===== config.mk =====
export PLATFORM = sky130hd
export DESIGN_NAME = ula_arbiter_flat
export DESIGN_NICKNAME = d
export VERILOG_FILES = /design/src/rtl/ula_arbiter_if.sv /design/src/rtl/ula_arbiter.sv /design/src/flat_wrapper.sv
export SDC_FILE = /design/constraint.sdc
export NUM_CORES = 1
export LEC_CHECK = 0
export ABC_AREA = 1
export BUFFER_PORTS_ARGS = -buffer_cell sky130_fd_sc_hd__clkbuf_2
export CAP_MARGIN = 20
export CORE_MARGIN = 2
export CORE_UTILIZATION = 42
export DETAILED_ROUTE_END_ITERATION = 10
export PLACE_DENSITY = 0.86
export SYNTH_ARGS = -nofsm -noshare
export SYNTH_HDL_FRONTEND = slang
export SYNTH_SLANG_ARGS = --single-unit

===== constraint.sdc =====
create_clock -name clk -period 3.5 [get_ports clk]
set_input_delay 0.525 -clock clk [delete_from_list [all_inputs] [get_ports clk]]
set_output_delay 0.525 -clock clk [all_outputs]
set_load 0.01 [all_outputs]

===== src/rtl/ula_arbiter_if.sv =====
// Requester, ALU and response signal bundle for ula_arbiter.
// slave = arbiter side, master = requesters/ALU/consumer side.
interface ula_arbiter_if #(
    parameter int W = 16
);
    logic         req0_valid;
    logic         req0_ready;
    logic [W-1:0] req0_a;
    logic [W-1:0] req0_b;
    logic         req0_op;
    logic         req1_valid;
    logic         req1_ready;
    logic [W-1:0] req1_a;
    logic [W-1:0] req1_b;
    logic         req1_op;
    logic [W-1:0] alu_e0;
    logic [W-1:0] alu_e1;
    logic         alu_h;
    logic [W-1:0] alu_s;
    logic         resp_valid;
    logic         resp_ready;
    logic [W-1:0] resp_data;
    logic         resp_id;

    modport slave (
        input  req0_valid, req0_a, req0_b, req0_op,
        output req0_ready,
        input  req1_valid, req1_a, req1_b, req1_op,
        output req1_ready,
        output alu_e0, alu_e1, alu_h,
        input  alu_s,
        output resp_valid, resp_data, resp_id,
        input  resp_ready
    );

    modport master (
        output req0_valid, req0_a, req0_b, req0_op,
        input  req0_ready,
        output req1_valid, req1_a, req1_b, req1_op,
        input  req1_ready,
        input  alu_e0, alu_e1, alu_h,
        output alu_s,
        input  resp_valid, resp_data, resp_id,
        output resp_ready
    );
endinterface


===== src/rtl/ula_arbiter.sv =====
// Two-requester round-robin arbiter sharing one combinational add/mul ALU,
// with a one-entry tagged result register and per-requester completion counters.
module ula_arbiter #(
    parameter int W  = 16,
    parameter int CW = 8
) (
    input  logic          clk,
    input  logic          rst,
    ula_arbiter_if.slave  bus,
    output logic [CW-1:0] cnt0,
    output logic [CW-1:0] cnt1
);
    typedef enum logic {EMPTY, FULL} state_t;

    state_t       state, state_n;
    logic         last_grant;
    logic         can_accept;
    logic         gnt_valid;
    logic         gnt_id;
    logic [W-1:0] data_q;
    logic         id_q;

    always_comb begin
        state_n    = state;
        can_accept = 1'b0;
        gnt_valid  = 1'b0;
        gnt_id     = 1'b0;

        // Ready is forced low while rst is asserted.
        if (!rst) begin
            can_accept = (state == EMPTY) || bus.resp_ready;
        end

        if (can_accept) begin
            if (bus.req0_valid && bus.req1_valid) begin
                gnt_valid = 1'b1;
                gnt_id    = ~last_grant;
            end else if (bus.req0_valid) begin
                gnt_valid = 1'b1;
                gnt_id    = 1'b0;
            end else if (bus.req1_valid) begin
                gnt_valid = 1'b1;
                gnt_id    = 1'b1;
            end
        end

        if (gnt_valid) begin
            state_n = FULL;
        end else if (state == FULL && bus.resp_ready) begin
            state_n = EMPTY;
        end

        bus.req0_ready = gnt_valid && !gnt_id;
        bus.req1_ready = gnt_valid && gnt_id;

        // Idle ALU inputs follow requester 0 so they are never X.
        if (gnt_valid && gnt_id) begin
            bus.alu_e0 = bus.req1_a;
            bus.alu_e1 = bus.req1_b;
            bus.alu_h  = bus.req1_op;
        end else begin
            bus.alu_e0 = bus.req0_a;
            bus.alu_e1 = bus.req0_b;
            bus.alu_h  = bus.req0_op;
        end

        bus.resp_valid = (state == FULL);
        bus.resp_data  = data_q;
        bus.resp_id    = id_q;
    end

    always_ff @(posedge clk) begin
        if (rst) begin
            state      <= EMPTY;
            data_q     <= '0;
            id_q       <= 1'b0;
            last_grant <= 1'b1;
            cnt0       <= '0;
            cnt1       <= '0;
        end else begin
            state <= state_n;
            if (gnt_valid) begin
                data_q     <= bus.alu_s;
                id_q       <= gnt_id;
                last_grant <= gnt_id;
                if (gnt_id) begin
                    cnt1 <= cnt1 + CW'(1);
                end else begin
                    cnt0 <= cnt0 + CW'(1);
                end
            end
        end
    end
endmodule


===== src/flat_wrapper.sv =====
// flat-port wrapper written by rule: the top's interface ports become plain ports
module ula_arbiter_flat 
#(
    parameter int W  = 16,
    parameter int CW = 8
)
  (clk, rst, cnt0, cnt1, bus_req0_valid, bus_req0_a, bus_req0_b, bus_req0_op, bus_req0_ready, bus_req1_valid, bus_req1_a, bus_req1_b, bus_req1_op, bus_req1_ready, bus_alu_e0, bus_alu_e1, bus_alu_h, bus_alu_s, bus_resp_valid, bus_resp_data, bus_resp_id, bus_resp_ready);
  ula_arbiter_if #(.W(W)) bus_i ();
  input  logic clk;
  input  logic rst;
  output logic [CW-1:0] cnt0;
  output logic [CW-1:0] cnt1;
  input wire logic [$bits(bus_i.req0_valid)-1:0] bus_req0_valid;
  input wire logic [$bits(bus_i.req0_a)-1:0] bus_req0_a;
  input wire logic [$bits(bus_i.req0_b)-1:0] bus_req0_b;
  input wire logic [$bits(bus_i.req0_op)-1:0] bus_req0_op;
  output wire logic [$bits(bus_i.req0_ready)-1:0] bus_req0_ready;
  input wire logic [$bits(bus_i.req1_valid)-1:0] bus_req1_valid;
  input wire logic [$bits(bus_i.req1_a)-1:0] bus_req1_a;
  input wire logic [$bits(bus_i.req1_b)-1:0] bus_req1_b;
  input wire logic [$bits(bus_i.req1_op)-1:0] bus_req1_op;
  output wire logic [$bits(bus_i.req1_ready)-1:0] bus_req1_ready;
  output wire logic [$bits(bus_i.alu_e0)-1:0] bus_alu_e0;
  output wire logic [$bits(bus_i.alu_e1)-1:0] bus_alu_e1;
  output wire logic [$bits(bus_i.alu_h)-1:0] bus_alu_h;
  input wire logic [$bits(bus_i.alu_s)-1:0] bus_alu_s;
  output wire logic [$bits(bus_i.resp_valid)-1:0] bus_resp_valid;
  output wire logic [$bits(bus_i.resp_data)-1:0] bus_resp_data;
  output wire logic [$bits(bus_i.resp_id)-1:0] bus_resp_id;
  input wire logic [$bits(bus_i.resp_ready)-1:0] bus_resp_ready;
  assign bus_i.req0_valid = bus_req0_valid;
  assign bus_i.req0_a = bus_req0_a;
  assign bus_i.req0_b = bus_req0_b;
  assign bus_i.req0_op = bus_req0_op;
  assign bus_req0_ready = bus_i.req0_ready;
  assign bus_i.req1_valid = bus_req1_valid;
  assign bus_i.req1_a = bus_req1_a;
  assign bus_i.req1_b = bus_req1_b;
  assign bus_i.req1_op = bus_req1_op;
  assign bus_req1_ready = bus_i.req1_ready;
  assign bus_alu_e0 = bus_i.alu_e0;
  assign bus_alu_e1 = bus_i.alu_e1;
  assign bus_alu_h = bus_i.alu_h;
  assign bus_i.alu_s = bus_alu_s;
  assign bus_resp_valid = bus_i.resp_valid;
  assign bus_resp_data = bus_i.resp_data;
  assign bus_resp_id = bus_i.resp_id;
  assign bus_i.resp_ready = bus_resp_ready;
  ula_arbiter #(.W(W), .CW(CW)) u_core (.clk(clk), .rst(rst), .bus(bus_i), .cnt0(cnt0), .cnt1(cnt1));
endmodule

==> reports/metrics.cfg, run 1 <==
[floorplan]
ios=156
die_area_um2=5130
rows=24
start_util=0.438
die_w_um=71.6
placeableCoreArea_um2=4380
die_h_um=71.6

[cells_and_area]
diodes=0
stdcell_count=514
fin_area_um2=2790
num-fill-cells=405
nets=550
area.growth.synth_to_final_pct=45.6
drive_gt1_frac=0.377

[logic_synthesis]
syn_area_um2=1920
yosys_register_bits=35
syn-num-nets=399
ys.flop_type=dfxtp_1
synth_area_leaders=dfxtp_1, nand2_1, nand3_1, inv_1, nor2_1
syn_avg_cell_area_um2=6.19
synth_async_sr_flop_share=0
synth.most_common_cell=nand2_1
synth_top_area_cell=dfxtp_1
synth_top_area_share=0.365
yosys_warnings=0
synthTopCellsByCount=nand2_1, dfxtp_1, nand3_1, inv_1, nor2_1
synth_enable_flop_cells=0
synthDistinctLibCells=26
ys_seq_area_frac=0.365
syn-instance-count=310

[worst_setup_path]
worstPathArrival_ns=1.92
critPathKind=in2out
worstReg2RegStart=u_core.last_grant
timing.rr.end=u_core.cnt1[7]
cp.required_ns=2.97
rr_worst_depth=8
crit_fanout=35
rrSetupSlack_ns=1.69
critPathCapture=bus_alu_e1[2]
start_kind=input port
crit_path_end_kind=primary output
crit_start=rst

[placed_design]
place.gp.congestion=0.775
place.detailed.hpwl_um=4230
dp_cells=506
placed_cell_area_um2=2700
numPortBuffers=155

[route]
viasPerCell=4.59
initialDrtViolationCount=100
ant_nets=0
wire_per_inst_um=10.5
vias=2361
drcViolationCount=0
drt_first_pass_iters=4
wl_um=5420

[sta]
setup_tns_ns=0
hold_ws_ns=0.419
rsz0062_at_grt=false
finalCritPeriodShare=0.699
worst_clock_skew_ns=0.00699
slew_violations=0
finalHoldViolations=0
timing.fmax_ghz=0.409
fin_crit_ns=2.45
tightest_slew_ns=0.688
finalSetupViolations=0
slew-limit-headroom=0.540

[global_route]
grt_pass1_vias=2076
grt_antenna_before_repair=0
grt_pass1_wl_um=8640
track_usage=0.208
grt_max_degree=36
grt-ovfl-total=0

[clock_network]
cts_resized=0
cts_tree=built
clkSinkCount=35
root_buffer=clkbuf_8
post-cts-setup-buffer-count=0
clk_pin_slew_ns=0.08
hold_buffers=0
cts_buffers=5
clock_latency_ns=0.29
htree_levels=2
clockBufferDepth=2

[power]
power_mw=0.978
leakage_nw=1.70
power_density_nw_per_um2=350
peakVddDrop_mv=0.237

[outcome]
status=completed

[hold_path]
hold_path_class=in2reg

[job]
maxCapViolations=0

==> final cells by class <==
class,count,area [um^2],share of cell area
inverters,17,63.8,0.0228
clock inverters,2,16.3,0.00582
repair buffers,158,798,0.286
flip-flops and latches,35,701,0.251
well taps,52,65.1,0.0233
clock buffers,6,82.6,0.0296
multi-input cells,244,1070,0.382
==> layout by cell type (no fill, tap or decap), types with 2 or more instances in the layout <==
| cell type | n |
|---|---|
| nand2_1 | 166 |
| clkbuf_2 | 155 |
| dfxtp_1 | 35 |
| nand3_1 | 34 |
| inv_1 | 16 |
| nor2_1 | 16 |
| a21oi_1 | 10 |
| clkbuf_8 | 6 |
| buf_4 | 3 |
| nor2_4 | 2 |
| nand4_1 | 2 |
| xnor2_1 | 2 |
| ha_1 | 2 |
==> worst max-delay path, stage by stage <==
cell and delay [ns]:
clkbuf_2 0.13, inv_2 0.23, nand2_4 0.10, nor2_4 0.54
nand2_1 0.15, nand2_1 0.10, clkbuf_2 0.13
==> through the flow <==
step / util / setup WS, ns
2_1_floorplan: - / 1.68
3_3_place_gp: 0.615 / 1.06
3_5_place_dp: 0.615 / 1.05
4_1_cts: 0.637 / 1.05
5_1_grt: 0.637 / 0.858
6_report: 0.637 / 1.05
==> state kept, by name, indices dropped and copies added (netlist names) <==
register               flops
u_core.cnt0                8
u_core.bus.resp_id         1
u_core.cnt1                8
u_core.bus.resp_data      16
u_core.bus.resp_valid      1
u_core.last_grant          1
==> metal layers <==
layer | up-vias | share of wire | GRT usage
li1 | 1266 | - | -
met1 | 982 | 0.43 | 0.253
met3 | 8 | 0.097 | 0.0774
met4 | 0 | 0.0098 | 0.0503
met5 | - | 0 | 0
met2 | 105 | 0.46 | 0.350
==> kinds of logic (layout without fill, tap and decap cells) <==
group / Yosys count / after routing / synth area share
simple gates: 227 / 227 / 0.497
flops: 35 / 35 / 0.365
compound gates: 12 / 12 / 0.0326
xor+xnor: 3 / 3 / 0.0137
fa+ha+maj: 2 / 2 / 0.0130
buf+inv: 31 / 183 / 0.0789
==> power breakdown <==
group	switching, mW	internal [mW]	leakage (nW)
clock	0.154	0.161	0.0474
combinational	0.128	0.101	1.37
sequential	0.0135	0.420	0.287
==> worst min path at each step <==
stage	startpoint	endpoint	slack, ns	depth (start not counted)
4_1_cts	bus_alu_s[1]	u_core.bus.resp_data[1]	0.41	3
6_report	bus_alu_s[1]	u_core.bus.resp_data[1]	0.42	3
3_3_place_gp	u_core.last_grant	u_core.last_grant	0.44	2
3_5_place_dp	u_core.last_grant	u_core.last_grant	0.44	2
2_1_floorplan	u_core.last_grant	u_core.last_grant	0.43	2
5_1_grt	bus_alu_s[10]	u_core.bus.resp_data[10]	0.42	3
Note: power is estimated with default switching activity, not from simulation.
==> run 2, diff against run 1 <==
- CORE_UTILIZATION: 42 -> 35
- PLACE_DENSITY: 0.86 -> 0.76
- clock period: 3.5 -> 2.05 ns (I/O delays scaled with it)
==> reports/metrics.cfg, run 2 (synthesis gave the netlist of run 1 again) <==
[outcome]
status=completed  ; unchanged

[worst_setup_path]
crit_path_cell_trace=nand2_1 > nand2_1 > nor2_4 > buf_12 > nand2_1 > nand2_1 > clkbuf_2  ; was clkbuf_2 > inv_2 > nand2_4 > nor2_4 > nand2_1 > nand2_1 > clkbuf_2
crit_cells=7  ; unchanged
critical_path.top_delay_family=simple AND/OR/NAND/NOR gates  ; unchanged
crit_fanout=49  ; was 35
critPathKind=reg2out  ; was in2out
crit_path_end_kind=primary output  ; unchanged
crit_buf_inv=2  ; was 3
cpMaxStageDelayCell=dfxtp_1  ; was nor2_4
cp.required_ns=1.74  ; was 2.97 ns
slowest_delay_ns=0.32  ; was 0.54 ns
rr_worst_depth=7  ; was 8
cpMostUsedCell=nand2_1
start_kind=register  ; was input port
worstPathArrival_ns=1.57  ; was 1.92 ns

[floorplan]
rows=26  ; was 24
placeableCoreArea_um2=5200  ; was 4380 um^2
ios=156  ; unchanged
die_h_um=78.1  ; was 71.6 um
start_util=0.369  ; was 0.438
die_area_um2=6090  ; was 5130 um^2
die_w_um=78.1  ; was 71.6 um

[clock_network]
cts_buffers=5  ; unchanged
post-cts-setup-buffer-count=0  ; unchanged
hold_buffers=0  ; unchanged
htree_levels=2  ; unchanged
cts_tree=built  ; unchanged
root_buffer=clkbuf_8  ; unchanged
clock_latency_ns=0.28  ; was 0.29 ns
clkSinkCount=35  ; unchanged
cts_resized=0  ; unchanged
clk_pin_slew_ns=0.07  ; was 0.08 ns
clockBufferDepth=2  ; unchanged

[power]
peakVddDrop_mv=0.387  ; was 0.237 mV
p_int_mw=1.13  ; was 0.682 mW
pwr-share-clk=0.295  ; was 0.321
power_density_nw_per_um2=574  ; was 350 nW/um^2
p_sw_mw=0.491  ; was 0.295 mW
p_sw_frac=0.302  ; about the same
p_seq_frac=0.457  ; was 0.444
pwr-share-comb=0.248  ; was 0.235
leakage_nw=1.71  ; was 1.70 nW

[sta]
worst_clock_skew_ns=0.0107  ; was 0.00699 ns
fin_crit_ns=1.88
finalHoldViolations=0  ; unchanged
finalSetupViolations=0  ; unchanged
tightest_slew_ns=0.417  ; was 0.688 ns
hold_ws_ns=0.218  ; was 0.419 ns
finalCritPeriodShare=0.915
rsz0062_at_grt=false  ; unchanged
setup_tns_ns=0  ; unchanged
slew-limit-headroom=0.722  ; was 0.540
slew_violations=0  ; unchanged
timing.fmax_ghz=0.533

[hold_path]
min_path_cells=3  ; unchanged
hold_path_class=in2reg  ; unchanged

[route]
vias=2420  ; was 2361
viasPerCell=4.53  ; was 4.59
drt_first_pass_iters=4  ; unchanged
wire_per_inst_um=11.2  ; was 10.5 um
drcViolationCount=0  ; unchanged
initialDrtViolationCount=56  ; was 100
wl_um=5990  ; was 5420 um
ant_nets=0  ; unchanged

[global_route]
grt-ovfl-total=0  ; unchanged
grt_pass1_vias=2190  ; was 2076
grt_max_degree=50  ; was 36
grt_pass1_wl_um=9660  ; was 8640 um
track_usage=0.192  ; was 0.208
grt_antenna_before_repair=0  ; unchanged

[cells_and_area]
drive_gt1_frac=0.377  ; about the same
nets=552  ; was 550
mostFrequentLayoutCells=nand2_1, clkbuf_2, dfxtp_1, nand3_1  ; unchanged
diodes=0  ; unchanged
area.growth.synth_to_final_pct=47.5  ; was 45.6%
final_common_cell=nand2_1  ; unchanged
largest_reg_flops=16  ; unchanged

[placed_design]
numPortBuffers=155  ; unchanged
place.gp.congestion=0.796  ; was 0.775
place.detailed.hpwl_um=4780  ; was 4230 um

[job]
maxCapViolations=0  ; unchanged

run 2: per-stage QoR:
step                utilization  std cells  setup WS, ns  power, mW  cell area, um^2
finish                    0.544        534         0.174       1.62             2830
global placement          0.527        526         0.314       1.16             2750
floorplan                     -        310         0.664      0.962             1920
global route              0.544        534        0.0516       1.73             2830
CTS                       0.544        534         0.145       1.65             2830
detailed placement        0.527        526         0.284       1.16             2750
run 2: cell type report:
class / instances / area [um^2]
sequential: 35 / 701
fill: 534 / 2370
multi-input combinational: 244 / 1070
clock inverter: 2 / 12.5
tap: 70 / 87.6
timing repair buffer: 160 / 826
clock buffer: 6 / 72.6
inverter: 17 / 63.8
run 2: worst paths after layout:
check	slack [ns]	end	start
worst max register to register	0.64	u_core.cnt0[7]	u_core.bus.resp_valid
worst min register to register	0.47	u_core.bus.resp_data[3]	u_core.bus.resp_data[3]
worst min-delay path	0.22	u_core.bus.resp_data[14]	bus_alu_s[14]
worst max-delay path	0.17	bus_alu_e0[3]	u_core.last_grant
run 2: layer usage:
| metal | global-route usage | wire [um] |
|---|---|---|
| met4 | 0.0491 | 52 |
| met2 | 0.372 | 3070 |
| met1 | 0.206 | 2370 |
| met5 | 0 | 0 |
| met3 | 0.0494 | 501 |
run 2: tightest hold or removal path, stage by stage:
cell	delay, ns
clkbuf_2	0.07
nand2_1	0.04
nand2_1	0.05
run 2: power by group through the flow:
stage | clock, mW | sequential [mW] | combinational [mW]
after floorplan | 0 | 0.772 | 0.191
after global placement | 0 | 0.756 | 0.399
after detailed placement | 0 | 0.757 | 0.407
after CTS | 0.498 | 0.742 | 0.408
after global routing | 0.529 | 0.747 | 0.453
final | 0.480 | 0.742 | 0.403
==> run 3, diff against run 2 <==
- CORE_MARGIN: 2 -> 5
- RECOVER_POWER: not set -> 50
==> reports/metrics.cfg, run 3 (synthesis gave the netlist of run 1 again) <==
[placed_design]
dp_cells=530  ; was 526
place.gp.congestion=0.923  ; was 0.796
place.detailed.hpwl_um=5120  ; was 4780 um
numPortBuffers=155  ; unchanged

[sta]
worst_clock_skew_ns=0.00605  ; was 0.0107 ns
finalSetupViolations=0  ; unchanged
finalHoldViolations=0  ; unchanged
rsz0062_at_grt=false  ; unchanged
timing.fmax_ghz=0.529  ; was 0.533 GHz
slew-limit-headroom=0.494  ; was 0.722
tightest_slew_ns=0.759  ; was 0.417 ns
fin_crit_ns=1.89  ; was 1.88 ns
slew_violations=0  ; unchanged
setup_tns_ns=0  ; unchanged
finalCritPeriodShare=0.921  ; was 0.915

[job]
maxCapViolations=0  ; unchanged

[floorplan]
ios=156  ; unchanged
die_w_um=84.1  ; was 78.1 um
start_util=0.355  ; was 0.369
die_area_um2=7060  ; was 6090 um^2
rows=27  ; was 26
placeableCoreArea_um2=5410  ; was 5200 um^2
die_h_um=84.1  ; was 78.1 um

[worst_setup_path]
critical_path.top_delay_family=simple AND/OR/NAND/NOR gates  ; unchanged
crit_path_end_kind=primary output  ; unchanged
crit_fanout=31  ; was 49
rrSetupSlack_ns=0.26  ; was 0.64 ns
crit_buf_inv=2  ; unchanged
critPathKind=reg2out  ; unchanged
cpMostUsedCell=nand2_1  ; unchanged
cpMaxStageDelayCell=dfxtp_1  ; unchanged
slowest_delay_ns=0.32  ; about the same
start_kind=register  ; unchanged
cp.required_ns=1.74  ; about the same
worstPathArrival_ns=1.58  ; was 1.57 ns
rr_worst_depth=8  ; was 7
crit_path_cell_trace=nand2_1 > nand4_2 > buf_12 > nand2_1 > nand2_1 > clkbuf_2  ; was nand2_1 > nand2_1 > nor2_4 > buf_12 > nand2_1 > nand2_1 > clkbuf_2
crit_cells=6  ; was 7

[global_route]
grt.busiest_layer=met2  ; unchanged
track_usage=0.178  ; was 0.192
global_route.usage.met1=0.202  ; was 0.206
met3_usage=0.0602  ; was 0.0494
grt_pass1_vias=2345  ; was 2190
grt-ovfl-total=0  ; unchanged
grt_pass1_wl_um=10600  ; was 9660 um
gr-usage-met2=0.316  ; was 0.372
grt_max_degree=35  ; was 50
grt_antenna_before_repair=0  ; unchanged

[route]
vias=2424  ; was 2420
wl_um=6210  ; was 5990 um
drt_first_pass_iters=4  ; unchanged
viasPerCell=4.51  ; was 4.53
drcViolationCount=0  ; unchanged
wire_per_inst_um=11.5  ; was 11.2 um
initialDrtViolationCount=75  ; was 56
ant_nets=0  ; unchanged

[clock_network]
clk_pin_slew_ns=0.07  ; about the same
clockBufferDepth=2  ; unchanged
clkSinkCount=35  ; unchanged
htree_levels=2  ; unchanged
cts_resized=0  ; unchanged
clock_latency_ns=0.29  ; was 0.28 ns
hold_buffers=0  ; unchanged
post-cts-setup-buffer-count=0  ; unchanged
cts_tree=built  ; unchanged
root_buffer=clkbuf_8  ; unchanged
cts_buffers=5  ; unchanged

[hold_path]
hold_path_class=in2reg  ; unchanged
min_path_cells=3  ; unchanged

[cells_and_area]
num-fill-cells=578  ; was 534
mostFrequentLayoutCells=nand2_1, clkbuf_2, dfxtp_1, nand3_1, clkbuf_1  ; was nand2_1, clkbuf_2, dfxtp_1, nand3_1
nets=554  ; was 552
multiInputGateArea_um2=1060  ; was 1070 um^2
seq_area_um2=701  ; unchanged
area.growth.synth_to_final_pct=48.7  ; was 47.5%
largest_reg_flops=16  ; unchanged
final_common_cell=nand2_1  ; unchanged
drive_gt1_frac=0.305  ; was 0.377
diodes=0  ; unchanged
stdcell_count=538  ; was 534

[power]
leakage_nw=1.63  ; was 1.71 nW
power_mw=1.88  ; was 1.62 mW
peakVddDrop_mv=0.345  ; was 0.387 mV
power_density_nw_per_um2=658  ; was 574 nW/um^2

[outcome]
status=completed  ; unchanged

run 3: path summary, 6_finish.rpt:
kind | start | end
setup / recovery | u_core.bus.resp_valid | bus_alu_e1[11]
hold / removal | bus_alu_s[3] | u_core.bus.resp_data[3]
setup reg to reg | u_core.bus.resp_valid | u_core.cnt0[6]
hold reg to reg | u_core.bus.resp_data[5] | u_core.bus.resp_data[5]
run 3: area by class of cell:
type / instances / share of cell area
timing repair buffer: 162 / 0.282
tap: 72 / 0.0316
multi-input combinational: 244 / 0.370
inverter: 17 / 0.0224
clock inverter: 3 / 0.0237
sequential: 35 / 0.246
clock buffer: 5 / 0.0241
run 3: per-stage QoR:
stage          hold WS, ns  setup slack, ns   util  cell area, um^2
4_1_cts              0.197            0.179  0.539             2910
6_report             0.207            0.161  0.528             2850
2_1_floorplan        0.377            0.664      -             1920
5_1_grt              0.191           0.0482  0.528             2850
3_5_place_dp         0.456            0.395  0.513             2780
3_3_place_gp         0.449            0.406  0.513             2780
run 3: report_power, final:
| part | total [mW] | internal, mW | leakage, nW | switching, mW |
|---|---|---|---|---|
| clock | 0.740 | 0.485 | 0.0644 | 0.255 |
| combinational | 0.397 | 0.172 | 1.28 | 0.225 |
| sequential | 0.741 | 0.718 | 0.287 | 0.0232 |
run 3: layer usage:
layer	up-vias	wire length, um
li1	1269	-
met1	1043	2430
met2	103	3060
met3	9	640
met4	0	82
met5	-	0
run 3: worst min-delay path: cells and delay by family:
family	cells	cell delay [ns]
simple gates	2	0.09
buf+inv	1	0.07
